--- config.mk ---
export PLATFORM = sky130hd
export DESIGN_NAME = rd53_weight_enum
export DESIGN_NICKNAME = d
export VERILOG_FILES = /design/src/rtl/rd53_weight_enum.sv
export SDC_FILE = /design/constraint.sdc
export NUM_CORES = 1
export LEC_CHECK = 0
export CORE_AREA = 10 10 69 71
export DETAILED_ROUTE_END_ITERATION = 8
export DIE_AREA = 0 0 79 81
export PLACE_DENSITY = 0.57
export SLEW_MARGIN = 20
export SYNTH_ARGS = -nofsm -noshare
export SYNTH_HDL_FRONTEND = slang
export SYNTH_SLANG_ARGS = --single-unit
export TNS_END_PERCENT = 100
--- constraint.sdc ---
create_clock -name clk -period 3.6 [get_ports clk]
set_clock_uncertainty 0.1 [all_clocks]
set_input_delay 0.36 -clock clk [delete_from_list [all_inputs] [get_ports clk]]
set_output_delay 0.36 -clock clk [all_outputs]
set_load 0.05 [all_outputs]
--- src/rtl/rd53_weight_enum.sv ---
`default_nettype none
// ============================================================================
// Module      : rd53_weight_enum
// Description : Streams every N-bit vector whose popcount equals a requested
//               weight k, in ascending numeric order, one vector per beat over
//               a valid/ready stream. Requests with k > N produce a single
//               error beat. Sequential inverse of the rd53 weight counter.
//               Optional self-checker enabled by defining RD53_ENUM_CHECK_EN
//               (adds the chk_err port).
// Revision    : 1.0 - initial release
// ============================================================================
module rd53_weight_enum #(
    parameter  int N  = 5,
    localparam int WW = $clog2(N + 1)
) (
    input  logic          clk,
    input  logic          rst,
    input  logic          req_valid,
    output logic          req_ready,
    input  logic [WW-1:0] req_weight,
    output logic          out_valid,
    input  logic          out_ready,
    output logic [N-1:0]  out_vec,
    output logic [N-1:0]  out_idx,
    output logic          out_last,
`ifdef RD53_ENUM_CHECK_EN
    output logic          chk_err,
`endif
    output logic          out_err
);

    localparam logic [N-1:0]  c_all_ones = '1;
    localparam logic [WW-1:0] c_max_k    = WW'(N);

    typedef enum logic [0:0] {
        ST_IDLE   = 1'b0,
        ST_STREAM = 1'b1
    } state_t;

    state_t        r_state;
    state_t        w_state_nxt;

    logic [WW-1:0] r_k;
    logic [N-1:0]  r_vec;
    logic [N-1:0]  r_idx;
    logic          r_valid;
    logic          r_last;
    logic          r_err;

    logic          w_accept;
    logic          w_beat;
    logic          w_req_illegal;
    logic          w_req_single;
    logic [N-1:0]  w_first_vec;
    logic [N-1:0]  w_req_max_vec;
    logic [N-1:0]  w_cur_max_vec;
    logic [WW-1:0] w_tz;
    logic [N-1:0]  w_ripple;
    logic [N-1:0]  w_tail;
    logic [N-1:0]  w_next_vec;

    // State register
    always_ff @(posedge clk) begin
        if (rst) begin
            r_state <= ST_IDLE;
        end else begin
            r_state <= w_state_nxt;
        end
    end

    // Next-state decode plus request/beat handshake strobes
    always_comb begin
        w_state_nxt = r_state;
        req_ready   = 1'b0;
        w_accept    = 1'b0;
        w_beat      = 1'b0;
        case (r_state)
            ST_IDLE: begin
                req_ready = 1'b1;
                if (req_valid) begin
                    w_accept    = 1'b1;
                    w_state_nxt = ST_STREAM;
                end
            end
            ST_STREAM: begin
                if (r_valid && out_ready) begin
                    w_beat = 1'b1;
                    if (r_last) begin
                        w_state_nxt = ST_IDLE;
                    end
                end
            end
            default: w_state_nxt = ST_IDLE;
        endcase
    end

    // Request decode: first vector is k ones at the LSB end, the last is k
    // ones at the MSB end; they coincide only for k=0 and k=N
    always_comb begin
        w_req_illegal = (req_weight > c_max_k);
        w_first_vec   = ~(c_all_ones << req_weight);
        w_req_max_vec = ~(c_all_ones >> req_weight);
        w_req_single  = (w_first_vec == w_req_max_vec);
        w_cur_max_vec = ~(c_all_ones >> r_k);
    end

    // Next same-popcount successor (Gosper): add the lowest set bit to ripple
    // the low run of ones up by one place, then refill the remainder at the
    // LSB end. Division by the lowest set bit is a right shift by its index.
    // The result is only consumed when the current vector is not the last.
    always_comb begin
        w_tz = '0;
        for (int i = N - 1; i >= 0; i--) begin
            if (r_vec[i]) begin
                w_tz = WW'(i);
            end
        end
        w_ripple   = r_vec + (N'(1) << w_tz);
        w_tail     = ((w_ripple ^ r_vec) >> 2) >> w_tz;
        w_next_vec = w_ripple | w_tail;
    end

    // Output beat registers: load on acceptance, advance on each transfer
    always_ff @(posedge clk) begin
        if (rst) begin
            r_k     <= '0;
            r_vec   <= '0;
            r_idx   <= '0;
            r_valid <= 1'b0;
            r_last  <= 1'b0;
            r_err   <= 1'b0;
        end else if (w_accept) begin
            r_k     <= req_weight;
            r_valid <= 1'b1;
            r_idx   <= '0;
            r_err   <= w_req_illegal;
            r_vec   <= w_req_illegal ? '0 : w_first_vec;
            r_last  <= w_req_illegal | w_req_single;
        end else if (w_beat) begin
            if (r_last) begin
                r_valid <= 1'b0;
            end else begin
                r_vec  <= w_next_vec;
                r_idx  <= r_idx + N'(1);
                r_last <= (w_next_vec == w_cur_max_vec);
            end
        end
    end

    assign out_valid = r_valid;
    assign out_vec   = r_vec;
    assign out_idx   = r_idx;
    assign out_last  = r_last;
    assign out_err   = r_err;

`ifdef RD53_ENUM_CHECK_EN
    logic [WW-1:0] w_popcount;
    logic [N-1:0]  r_prev_vec;
    logic          r_have_prev;
    logic          r_chk_err;

    // Forward rd53 function: popcount of the vector being presented
    always_comb begin
        w_popcount = '0;
        for (int i = 0; i < N; i++) begin
            w_popcount = w_popcount + WW'(r_vec[i]);
        end
    end

    // Sticky checker: wrong weight or non-increasing order within a burst
    always_ff @(posedge clk) begin
        if (rst) begin
            r_prev_vec  <= '0;
            r_have_prev <= 1'b0;
            r_chk_err   <= 1'b0;
        end else if (w_accept) begin
            r_have_prev <= 1'b0;
        end else if (w_beat) begin
            if (!r_err && (w_popcount != r_k)) begin
                r_chk_err <= 1'b1;
            end
            if (r_have_prev && (r_vec <= r_prev_vec)) begin
                r_chk_err <= 1'b1;
            end
            r_prev_vec  <= r_vec;
            r_have_prev <= ~r_last;
        end
    end

    assign chk_err = r_chk_err;
`endif

endmodule
`default_nettype wire
# After elaboration in Yosys (flattened, before gate mapping)
# Cells that the tools add are included.
totals:
  reg_bits: 17
  in_bits: 7
  wordCells: 56
  output_inout_bits: 14
classes:
  eq_ne: 3
  n_lt_le_gt_ge: 1
  n_mux: 23
  add_sub_neg: 2
  reduce_logical: 7
  n_shift: 5
  bitwise_logic: 8
ops:
  columns: ["op", "n"]
  rows:
  - ["5-bit 2-to-1 mux", 4]
  - ["3-bit 2-to-1 mux", 5]
  - ["5-bit NOT", 3]
  - ["1-bit 2-to-1 mux", 13]
  - ["5-bit == test", 2]
  - ["5-bit by 3-bit right shift with 5-bit output (first input constant)", 2]
  - ["2-bit AND reduction", 3]
  - ["5-bit by 1-bit adder with 5-bit output (second input constant)", 1]
  - ["5-bit adder", 1]
  - ["5-bit bitwise OR", 1]
  - ["1-bit by 3-bit << shifter with 5-bit output (first input constant)", 1]
  - ["5-bit by 3-bit << shifter with 5-bit output (first input constant)", 1]
  - ["3-bit by 3-bit right shift with 5-bit output", 1]
  - ["5-bit XOR", 1]
  - ["2-bit nonzero test", 2]
  - ["3-bit > comparator (second input constant)", 1]
  - ["2-bit by 1-bit != test with 1-bit output (second input constant)", 1]
  - ["1-bit NOT", 2]
  - ["1-bit one-hot mux with 2 select lines", 1]
  - ["2-bit OR reduction", 1]
  - ["1-bit logical AND", 1]
  - ["1-bit bitwise OR", 1]

# Depth between registers and ports, before layout
# Gate-level depths: netlist (run 1).
depth:
  depth_word: 14
  mapped_depth: 11
  depth_no_buf: 10

# Worst setup path after synthesis (run 1)
# No wires, ideal clock.
synth_path:
  kind: "reg-to-reg"
  start: "reg r_vec[3] (netlist: out_vec[3])"
  end: "reg r_last (netlist: out_last)"
  synth_period_minus_slack_ns: 2.903
  arrival_ns: 2.687
  setup_slack_ns: 0.697
  setup_ns: 0.116
  path_buffers: 2
  stages_incl_launch_ff: 11
  required_ns: 3.384
  cell_sequence: "dfxtp_1 buf_2 nor4b_1 ha_1 clkbuf_1 inv_1 o21bai_4 a2111oi_0 a31oi_1 xor2_1 a41o_1"
synth_via:
  elab_chain_cells: 13
synth_rtl:
  columns: ["item", "line_no", "text"]
  rows:
  - ["start, declared", "44", "logic [N-1:0] r_vec;"]
  - ["start signal, assigned", "137", "r_vec <= w_req_illegal ? '0 : w_first_vec;"]
  - ["start signal, assigned", "143", "r_vec <= w_next_vec;"]
  - ["3-bit 2-to-1 mux (4 in a row)", "114", "if (r_vec[i]) begin"]
  - ["1-bit by 3-bit << shifter with 5-bit output", "118", "w_ripple = r_vec + (N'(1) << w_tz);"]
  - ["5-bit adder", "118", null]
  - ["5-bit XOR", "119", "w_tail = ((w_ripple ^ r_vec) >> 2) >> w_tz;"]
  - ["3-bit by 3-bit right shift with 5-bit output", "119", null]
  - ["5-bit bitwise OR *", "120", "w_next_vec = w_ripple | w_tail;"]
  - ["5-bit == test *", "145", "r_last <= (w_next_vec == w_cur_max_vec);"]
  - ["1-bit 2-to-1 mux *", "140", "if (r_last) begin"]
  - ["1-bit 2-to-1 mux *", "139", "end else if (w_beat) begin"]
  - ["1-bit 2-to-1 mux *", "132", "end else if (w_accept) begin"]
  - ["end signal, assigned", "138", "r_last <= w_req_illegal | w_req_single;"]
  - ["end signal, assigned", "145", null]
  - ["end, declared", "47", "logic r_last;"]
# Every way passes the cells marked *; elsewhere a longest branch is shown, timed or not. The select of a mux whose other input is x is not followed.
# A chain may end at the register's enable or synchronous reset.

# Final worst setup path (run 1)
layout_path:
  start: "reg r_vec[1] (netlist: out_vec[1])"
  end: "reg r_last (netlist: out_last)"
layout_via:
  elab_chain_cells: 11
layout_rtl:
  columns: ["item", "line_no"]
  rows:
  - ["3-bit 2-to-1 mux (2 in a row)", "114"]
  - ["1-bit by 3-bit << shifter with 5-bit output", "118"]
  - ["5-bit adder", "118"]
  - ["5-bit XOR", "119"]
  - ["3-bit by 3-bit right shift with 5-bit output", "119"]
  - ["5-bit bitwise OR *", "120"]
  - ["5-bit == test *", "145"]
  - ["1-bit 2-to-1 mux *", "140"]
  - ["1-bit 2-to-1 mux *", "139"]
  - ["1-bit 2-to-1 mux *", "132"]
# Marks and branches as above.

==> flow_summary_export.csv, run 1 <==
group,metric,value,unit
floorplanning,ios,21,
global_route,grt_max_degree,17,
final_layout,drive_gt1_frac,0.0778,
sta,hold_viol_final,0,
floorplanning,die_x,79,µm
detailed_routing,drc,0,
sta,min_period_over_period,0.804,
hold_path,hp-class,"reg -> reg",
detailed_routing,dr.first_iter.drc_count,98,
sta,fin_ws,0.706,ns
synthesis,synth_edf_count,0,
synthesis,syn_area_per_cell,7.93,µm²
detailed_routing,drt_first_pass_iters,4,
worst_setup_path,endpoint_kind,"flip-flop",
power_and_ir_drop,seq_power_share,0.428,
global_route,antenna_found_initial,0,
cts,cts_hold_repair.buffers,0,
sta,rsz0062_at_grt,"no",
placed_design,pre_cts_ws,0.737,ns
cts,post_cts_buffers,0,
power_and_ir_drop,leakage,0.629,nW
sta,period_needed,2.89,ns
power_and_ir_drop,power.density,327,nW/µm²
detailed_routing,vias,1220,
sta,finalSetupViolCount,0,
cts,clkLatencyLatePin,0.30,ns
final_layout,final_design_area_no_fill,1550,µm²
final_layout,finalNetCount,197,
worst_setup_path,path_class,"reg -> reg",
floorplanning,initial_utilization,0.369,
detailed_routing,wire_per_inst,14.1,µm
placed_design,portBuffers,20,
synthesis,async_flop_share,0,
power_and_ir_drop,p_clk_frac,0.208,
placed_design,gp_congestion,0.831,
cts,numCtsBuffers,3,
synthesis,synth_cell_types,46,
cts,cts.sinks,17,
final_layout,synthToLayoutAreaGrowth,19.4,%
placed_design,dp.cells,224,
global_route,grt_usage,0.102,
sta,max_freq,346,MHz
synthesis,syn-cell-area,1300,µm²
synthesis,yosys_register_bits,17,
worst_setup_path,worstPathMaxFanout,16,
sta,slew_violations,0,
power_and_ir_drop,p_comb_frac,0.364,
global_route,grt_pass1_wl,5410,µm
final_layout,fillers,395,
cts,clk_pin_slew,0.11,ns
final_layout,diodes,0,
power_and_ir_drop,p_sw,0.193,mW
power_and_ir_drop,p_int,0.314,mW
sta,holdWs,0.365,ns
synthesis,ys_warn_count,0,
synthesis,syn_inst,164,
floorplanning,dieArea,6400,µm²
placed_design,hpwlAfterDp,2490,µm
power_and_ir_drop,power,0.507,mW
cts,clockBufferDepth,2,
sta,tns,0,ns
job,maxCapViolCount,0,
floorplanning,core.rowCount,22,
floorplanning,core-area,3520,µm²
synthesis,yosysSeqAreaShare,0.262,
sta,slew_headroom,0.505,
worst_setup_path,arrival,3.04,ns
synthesis,syn_nets,180,
sta,worstMarginPinSlew,0.741,ns
synthesis,synthFlopType,"dfxtp_1",
global_route,grt_pass1_vias,1178,
power_and_ir_drop,peakVddDrop,0.000251,V
worst_setup_path,startpoint_type,"flip-flop",
detailed_routing,routed_wl,3220,µm
final_layout,final_cells,228,
placed_design,dpl_cell_area,1530,µm²
worst_setup_path,worst_ep_required_time,3.74,ns
status,status,"completed",
cts,cts_tree,"done",
detailed_routing,ant_nets,0,
power_and_ir_drop,sw_frac_of_total,0.382,
cts,cts-htree-levels,1,
cts,cts_root_buffer,"clkbuf_4",
global_route,grt.overflow.total,0,
floorplanning,die_h,81,µm
final_layout,final_util,0.441,
cts,cts_resized,0,
detailed_routing,viasPerCell,5.35,
## cells in the mapped netlist (all sizes together) (3+ instances only)
cell | n | area share
a21oi | 21 | 0.084
xor2 | 6 | 0.040
nor3 | 5 | 0.019
buf | 5 | 0.021
mux2i | 5 | 0.039
nand2 | 17 | 0.049
inv | 7 | 0.020
dfxtp | 17 | 0.26
xnor2 | 4 | 0.027
or2 | 3 | 0.014
clkbuf | 4 | 0.012
ha | 9 | 0.087
o21ai | 6 | 0.023
nand3 | 4 | 0.015
nor2 | 16 | 0.046
nand2b | 4 | 0.021
## metal layers
layer | global-route usage | wire, µm
met2 | 0.163 | 1470
met3 | 0.0287 | 207
met5 | 0 | 0
met1 | 0.121 | 1450
met4 | 0.0556 | 97
## cell usage in the layout (no fill, tap or decap), types with 4 or more instances in the layout
master / n
clkdlybuf4s50_1: 20
nor3_1: 5
mux2i_1: 5
ha_1: 9
nand3_1: 4
o21ai_1: 4
nand2_1: 17
inv_1: 7
xnor2_1: 4
dfxtp_1: 17
nor2_1: 16
a21oi_1: 20
xor2_1: 6
## state kept, by name (all words and copies together) (netlist names)
| register | count |
|---|---|
| out_idx | 5 |
| r_k | 3 |
| out_vec | 5 |
| out_err | 1 |
| out_valid | 1 |
| out_last | 1 |
| r_state | 1 |
## cell families (layout without fill, tap and decap cells)
logic type	after synthesis	after routing	share of synthesized area
multiplexers	5	5	0.0385
flip-flops	17	17	0.262
buffers and inverters	16	32	0.0529
AO/OA/AOI/OAI	46	46	0.252
AND/OR/NAND/NOR	60	60	0.223
adder cells (fa/ha/maj)	9	9	0.0866
XOR/XNOR	11	11	0.0847
## area by class of cell
type | count | area (µm²) | area share
multi-input combinational | 131 | 891 | 0.574
timing repair buffer | 21 | 208 | 0.134
clock inverter | 1 | 5.00 | 0.00322
inverter | 7 | 26.3 | 0.0169
clock buffer | 3 | 22.5 | 0.0145
sequential | 17 | 340 | 0.219
tap | 48 | 60.1 | 0.0387
## final timing paths
path | start | slack (ns) | cells past startpoint | endpoint
setup / recovery | out_vec[1]$_SDFFE_PP0P_ | 0.71 | 10 | out_last$_SDFFE_PP0P_
hold / removal | out_err$_SDFFE_PP0P_ | 0.37 | 2 | out_err$_SDFFE_PP0P_
setup reg to reg | out_vec[1]$_SDFFE_PP0P_ | 0.71 | 10 | out_last$_SDFFE_PP0P_
hold reg to reg | out_err$_SDFFE_PP0P_ | 0.37 | 2 | out_err$_SDFFE_PP0P_
## worst max-delay path, stage by stage (launching register included)
cell and delay [ns]:
dfxtp_1 0.72, nor4_1 0.13, nor2_1 0.19, inv_1 0.13, ha_1 0.19, nand2b_2 0.19
a31oi_4 0.29, xnor2_1 0.11, or4_1 0.51, nand3_1 0.11, a41o_1 0.16
## power by group through the flow
| stage | clock network (mW) | logic [mW] | registers, mW |
|---|---|---|---|
| 2_1_floorplan | 0 | 0.118 | 0.236 |
| 3_3_place_gp | 0 | 0.181 | 0.220 |
| 3_5_place_dp | 0 | 0.184 | 0.221 |
| 4_1_cts | 0.107 | 0.185 | 0.217 |
| 5_1_grt | 0.115 | 0.201 | 0.219 |
| 6_report | 0.106 | 0.185 | 0.217 |
No activity file was read; power rests on OpenSTA's default activity.
==> run 2, diff against run 1 <==
- PLACE_DENSITY: 0.57 -> 0.59
- clock period: 3.6 -> 2.5 ns (I/O delays scaled with it)
==> flow_summary_export.csv, run 2 (synthesis results as in run 1) <==
group,metric,value,unit
status,status,"completed",
sta,finalSetupViolCount,0,
cts,cts-htree-levels,1,
hold_path,holdCritStartpoint,"out_err$_SDFFE_PP0P_",
power_and_ir_drop,power.density,441,nW/µm²
final_layout,synthToLayoutAreaGrowth,30.8,%
detailed_routing,ant_nets,0,
sta,slew_violations,0,
detailed_routing,routed_wl,3250,µm
cts,clockBufferDepth,2,
global_route,antenna_found_initial,0,
hold_path,holdPathEnd,"out_err$_SDFFE_PP0P_",
floorplanning,core.rowCount,22,
floorplanning,die_h,81,µm
floorplanning,core-area,3520,µm²
detailed_routing,dr.first_iter.drc_count,24,
power_and_ir_drop,peakVddDrop,0.000270,V
final_layout,diodes,0,
global_route,grt.overflow.total,0,
sta,period_needed,2.38,ns
worst_setup_path,endpoint_kind,"flip-flop",
final_layout,finalNetCount,209,
floorplanning,initial_utilization,0.369,
cts,clkLatencyLatePin,0.29,ns
placed_design,dp.cells,230,
worst_setup_path,startpoint_type,"flip-flop",
final_layout,final_design_area_no_fill,1700,µm²
global_route,grt_pass1_vias,1145,
placed_design,gp_congestion,0.838,
job,maxCapViolCount,0,
global_route,grt_usage,0.0966,
worst_setup_path,reg2reg_to,"out_last$_SDFFE_PP0P_",
detailed_routing,wire_per_inst,13.6,µm
worst_setup_path,crit_chain,"nor4_1 > nor2_1 > inv_1 > ha_1 > nand2b_2 > a31oi_4 > xnor2_1 > or4_1 > nand3_1 > a41o_1",
worst_setup_path,worstPathMaxFanout,7,
placed_design,hpwlAfterDp,2450,µm
global_route,grt_max_degree,16,
final_layout,final_cell_mix,"a21oi_1, clkdlybuf4s50_1, nand2_1",
worst_setup_path,critPathTopFamily,"simple AND/OR/NAND/NOR gates",
floorplanning,dieArea,6400,µm²
global_route,grt_pass1_wl,5140,µm
sta,holdWs,0.365,ns
hold_path,min_delay_path_depth,2,
detailed_routing,drt_first_pass_iters,4,
final_layout,final_cells,240,
floorplanning,die_x,79,µm
worst_setup_path,regToRegSetupSlack,0.12,ns
placed_design,dpl_cell_area,1590,µm²
floorplanning,ios,21,
hold_path,hp-class,"reg -> reg",
sta,hold_viol_final,0,
final_layout,drive_gt1_frac,0.198,
cts,cts_root_buffer,"clkbuf_4",
cts,cts.sinks,17,
worst_setup_path,slowest_delay,0.52,ns
sta,min_period_over_period,0.953,
cts,numCtsBuffers,3,
sta,max_freq,420,MHz
detailed_routing,vias,1254,
cts,cts_hold_repair.buffers,0,
worst_setup_path,arrival,2.52,ns
worst_setup_path,critPathSlowestCell,"or4_1",
power_and_ir_drop,leakage,0.702,nW
cts,clk_pin_slew,0.10,ns
cts,cts_tree,"done",
sta,worstMarginPinSlew,0.671,ns
worst_setup_path,worst_ep_required_time,2.64,ns
worst_setup_path,critPathBufInv,1,
placed_design,portBuffers,20,
worst_setup_path,timing.rr.start,"out_vec[1]$_SDFFE_PP0P_",
detailed_routing,drc,0,
worst_setup_path,rr_worst_depth,10,
detailed_routing,viasPerCell,5.23,
worst_setup_path,path_class,"reg -> reg",
sta,slew_headroom,0.548,
-- run 2: changes by cell type in the layout (fill, tap and decap cells not counted), sizes merged --
cell and delta:
buf +11, clkbuf +1
-- run 2: worst max-delay path by stage --
stage | startpoint | slack (ns) | cells past startpoint | end
floorplan | out_vec[2]$_SDFFE_PP0P_ | 0.008 | 10 | out_last$_SDFFE_PP0P_
global placement | out_vec[2]$_SDFFE_PP0P_ | 0.1 | 8 | out_last$_SDFFE_PP0P_
detailed placement | out_vec[1]$_SDFFE_PP0P_ | 0.12 | 10 | out_last$_SDFFE_PP0P_
CTS | out_vec[1]$_SDFFE_PP0P_ | 0.07 | 10 | out_last$_SDFFE_PP0P_
global route | out_vec[2]$_SDFFE_PP0P_ | -0.03 | 9 | out_last$_SDFFE_PP0P_
finish | out_vec[1]$_SDFFE_PP0P_ | 0.12 | 10 | out_last$_SDFFE_PP0P_
-- run 2: cell type report --
class	instances	area [µm²]
clock buffer	3	22.5
clock inverter	1	5.00
fill	388	1820
inverter	7	26.3
multi-input combinational	131	925
sequential	17	357
tap	48	60.1
timing repair buffer	33	305
-- run 2: worst min-delay path: stages (launching register included) --
cell,delay [ns]
dfxtp_1,0.32
nand2_1,0.05
a21oi_1,0.05
-- run 2: layer usage --
metal / track usage / wire length, µm / up-vias
met2: 0.169 / 1580 / 25
met3: 0.0320 / 190 / 5
met4: 0.0376 / 39 / 0
met5: 0 / 0 / -
li1: - / - / 644
met1: 0.106 / 1440 / 580
-- run 2: power by group --
part           switching (mW)  internal, mW  total [mW]  leakage [nW]
sequential             0.0278         0.284       0.312         0.142
clock                  0.0847        0.0595       0.144        0.0177
combinational           0.164         0.130       0.294         0.542
-- run 2: metrics by stage --
stage          TNS [ns]   util  power (mW)  setup WS, ns
2_1_floorplan         0      -       0.513       0.00754
3_3_place_gp          0  0.452       0.588        0.0998
5_1_grt         -0.0287  0.483       0.805       -0.0287
4_1_cts               0  0.460       0.735        0.0726
6_report              0  0.483       0.750         0.117
3_5_place_dp          0  0.452       0.590         0.116
-- run 2: repair_timing --
| item | CTS | global route |
|---|---|---|
| resized for setup | 0 | 5 |
| buffers inserted | 0 | 6 |
| endpoints found under the setup margin | 0 | 1 |
==> run 3, diff against run 2 <==
--- a/config.mk
+++ b/config.mk
@@ -7,6 +7,8 @@
 export LEC_CHECK = 0
-export CORE_AREA = 10 10 69 71
+export CELL_PAD_IN_SITES_DETAIL_PLACEMENT = 0
+export CELL_PAD_IN_SITES_GLOBAL_PLACEMENT = 2
+export CORE_AREA = 10 10 80 82
 export DETAILED_ROUTE_END_ITERATION = 8
-export DIE_AREA = 0 0 79 81
-export PLACE_DENSITY = 0.59
+export DIE_AREA = 0 0 90 92
+export PLACE_DENSITY = 0.7
 export SLEW_MARGIN = 20
==> constraint.sdc (replaced) <==
create_clock -name clk -period 2.1 [get_ports clk]
set_clock_uncertainty 0.1 [all_clocks]
set_input_delay 0.42 -clock clk [delete_from_list [all_inputs] [get_ports clk]]
set_output_delay 0.42 -clock clk [all_outputs]
set_load 0.05 [all_outputs]
==> flow_summary_export.csv, run 3 (synthesis results as in run 1) <==
group,metric,value,unit
global_route,antenna_found_initial,0,
final_layout,diodes,0,
detailed_routing,viasPerCell,4.74,
worst_setup_path,critPathTopFamily,"simple AND/OR/NAND/NOR gates",
status,violations,"negative setup slack",
floorplanning,core.rowCount,26,
sta,slew_violations,0,
hold_path,holdCritStartpoint,"out_err$_SDFFE_PP0P_",
placed_design,dpl_cell_area,1820,µm²
detailed_routing,routed_wl,3840,µm
worst_setup_path,path_class,"reg -> reg",
final_layout,synthToLayoutAreaGrowth,54.0,%
worst_setup_path,regToRegSetupSlack,-0.18,ns
floorplanning,initial_utilization,0.265,
sta,hold_viol_final,0,
final_layout,final_design_area_no_fill,2000,µm²
cts,cts-htree-levels,1,
power_and_ir_drop,power.density,542,nW/µm²
detailed_routing,drc,0,
floorplanning,dieArea,8280,µm²
sta,finalSetupViolCount,3,
worst_setup_path,endpoint_kind,"flip-flop",
cts,cts_tree,"done",
power_and_ir_drop,sw_frac_of_total,0.353,
sta,worstMarginPinSlew,0.511,ns
job,maxCapViolCount,0,
hold_path,hp-class,"reg -> reg",
final_layout,regArea,357,µm²
power_and_ir_drop,p_int,0.702,mW
cts,numCtsBuffers,3,
cts,clkLatencyLatePin,0.25,ns
global_route,grt_max_degree,14,
final_layout,drive_gt1_frac,0.378,
sta,fin_ws,-0.181,ns
floorplanning,ios,21,
power_and_ir_drop,peakVddDrop,0.000350,V
power_and_ir_drop,leakage,0.852,nW
detailed_routing,dr.first_iter.drc_count,32,
worst_setup_path,startpoint_type,"flip-flop",
power_and_ir_drop,p_sw,0.383,mW
placed_design,hpwlAfterDp,3090,µm
cts,clk_pin_slew,0.07,ns
global_route,grt.overflow.total,0,
power_and_ir_drop,p_comb_frac,0.433,
placed_design,gp_congestion,0.842,
sta,min_period_over_period,1.09,
detailed_routing,ant_nets,0,
global_route,grt_pass1_wl,6680,µm
global_route,grt_usage,0.0931,
sta,slew_headroom,0.658,
floorplanning,die_h,92,µm
worst_setup_path,reg2reg_to,"out_last$_SDFFE_PP0P_",
hold_path,holdPathEnd,"out_err$_SDFFE_PP0P_",
cts,cts_hold_repair.buffers,0,
final_layout,final_util,0.408,
floorplanning,die_x,90,µm
worst_setup_path,critPathBufInv,0,
final_layout,final_common_cell,"buf_4",
placed_design,portBuffers,20,
final_layout,finalNetCount,234,
placed_design,pre_cts_ws,-0.271,ns
floorplanning,core-area,4910,µm²
sta,max_freq,439,MHz
power_and_ir_drop,p_clk_frac,0.227,
worst_setup_path,critPathSlowestCell,"or4_1",
worst_setup_path,arrival,2.37,ns
detailed_routing,vias,1361,
worst_setup_path,timing.rr.start,"out_vec[2]$_SDFFE_PP0P_",
worst_setup_path,crit_chain,"nor4b_4 > ha_4 > o21a_1 > o21ai_1 > mux2i_1 > or4_1 > nand3_2 > a41o_1",
sta,period_needed,2.28,ns
cts,cts.sinks,17,
worst_setup_path,rr_worst_depth,8,
global_route,grt_pass1_vias,1409,
status,status,"finished, violations left",
detailed_routing,wire_per_inst,13.4,µm
final_layout,final_cell_mix,"buf_4, a21oi_1, nand2_1",
power_and_ir_drop,seq_power_share,0.340,
detailed_routing,drt_first_pass_iters,4,
cts,cts_root_buffer,"clkbuf_8",
cts,clockBufferDepth,2,
hold_path,min_delay_path_depth,2,
final_layout,multi_input_comb_area,1020,µm²
sta,rsz0062_at_grt,"yes",
final_layout,fillers,509,
worst_setup_path,worstPathMaxFanout,5,
worst_setup_path,worst_ep_required_time,2.19,ns
sta,holdWs,0.362,ns
worst_setup_path,slowest_delay,0.53,ns
-- run 3: changes by cell type in the layout (fill, tap and decap cells not counted), sizes merged --
cell           before  now
buf                12   47
clkdlybuf4s50      20   11
clkbuf              4    3
-- run 3: per-stage QoR --
step           power (mW)  instances  setup TNS [ns]
2_1_floorplan       0.633        164          -0.665
3_3_place_gp        0.783        278          -0.703
3_5_place_dp        0.788        278          -0.745
4_1_cts              1.09        286          -0.495
5_1_grt              1.16        287          -0.778
6_report             1.09        287          -0.356
-- run 3: tightest hold or removal path, delay by kind of cell (launching register included) --
family | cells | cell delay (ns)
flip-flops | 1 | 0.31
AO/OA/AOI/OAI | 1 | 0.06
AND/OR/NAND/NOR | 1 | 0.05
-- run 3: layer usage --
metal	up-vias	wire length [µm]	global-route usage
li1	689	-	-
met1	634	1760	0.112
met2	32	1850	0.166
met3	6	185	0.0171
met4	0	40	0.0239
met5	-	0	0
-- run 3: worst max path at each step --
stage,startpoint,to,slack (ns),cells after the start
final,out_vec[2]$_SDFFE_PP0P_,out_last$_SDFFE_PP0P_,-0.18,8
after global routing,out_vec[1]$_SDFFE_PP0P_,out_vec[1]$_SDFFE_PP0P_,-0.27,10
after CTS,out_vec[2]$_SDFFE_PP0P_,out_last$_SDFFE_PP0P_,-0.18,8
after detailed placement,out_vec[2]$_SDFFE_PP0P_,out_last$_SDFFE_PP0P_,-0.27,9
after global placement,out_vec[2]$_SDFFE_PP0P_,out_vec[1]$_SDFFE_PP0P_,-0.23,10
after floorplan,out_vec[1]$_SDFFE_PP0P_,out_last$_SDFFE_PP0P_,-0.32,10
-- run 3: repair_timing --
item	in CTS	in global routing
resized for setup	13	3
cloned	0	0
buffers inserted	4	1
setup endpoints to repair	4	5
pin swaps	7	6
-- run 3: power by group through the flow --
stage | clock [mW] | sequential [mW] | combinational, mW
2_1_floorplan | 0 | 0.406 | 0.227
4_1_cts | 0.253 | 0.366 | 0.466
3_5_place_dp | 0 | 0.371 | 0.417
3_3_place_gp | 0 | 0.370 | 0.413
5_1_grt | 0.270 | 0.372 | 0.517
6_report | 0.247 | 0.369 | 0.470
-- run 3: cell type report --
cell class                      count  area share
Tap cell                           70      0.0438
Timing Repair Buffer               58       0.231
Clock inverter                      1     0.00250
Multi-Input combinational cell    131       0.509
Sequential cell                    17       0.178
Clock buffer                        3      0.0206
Inverter                            7      0.0144
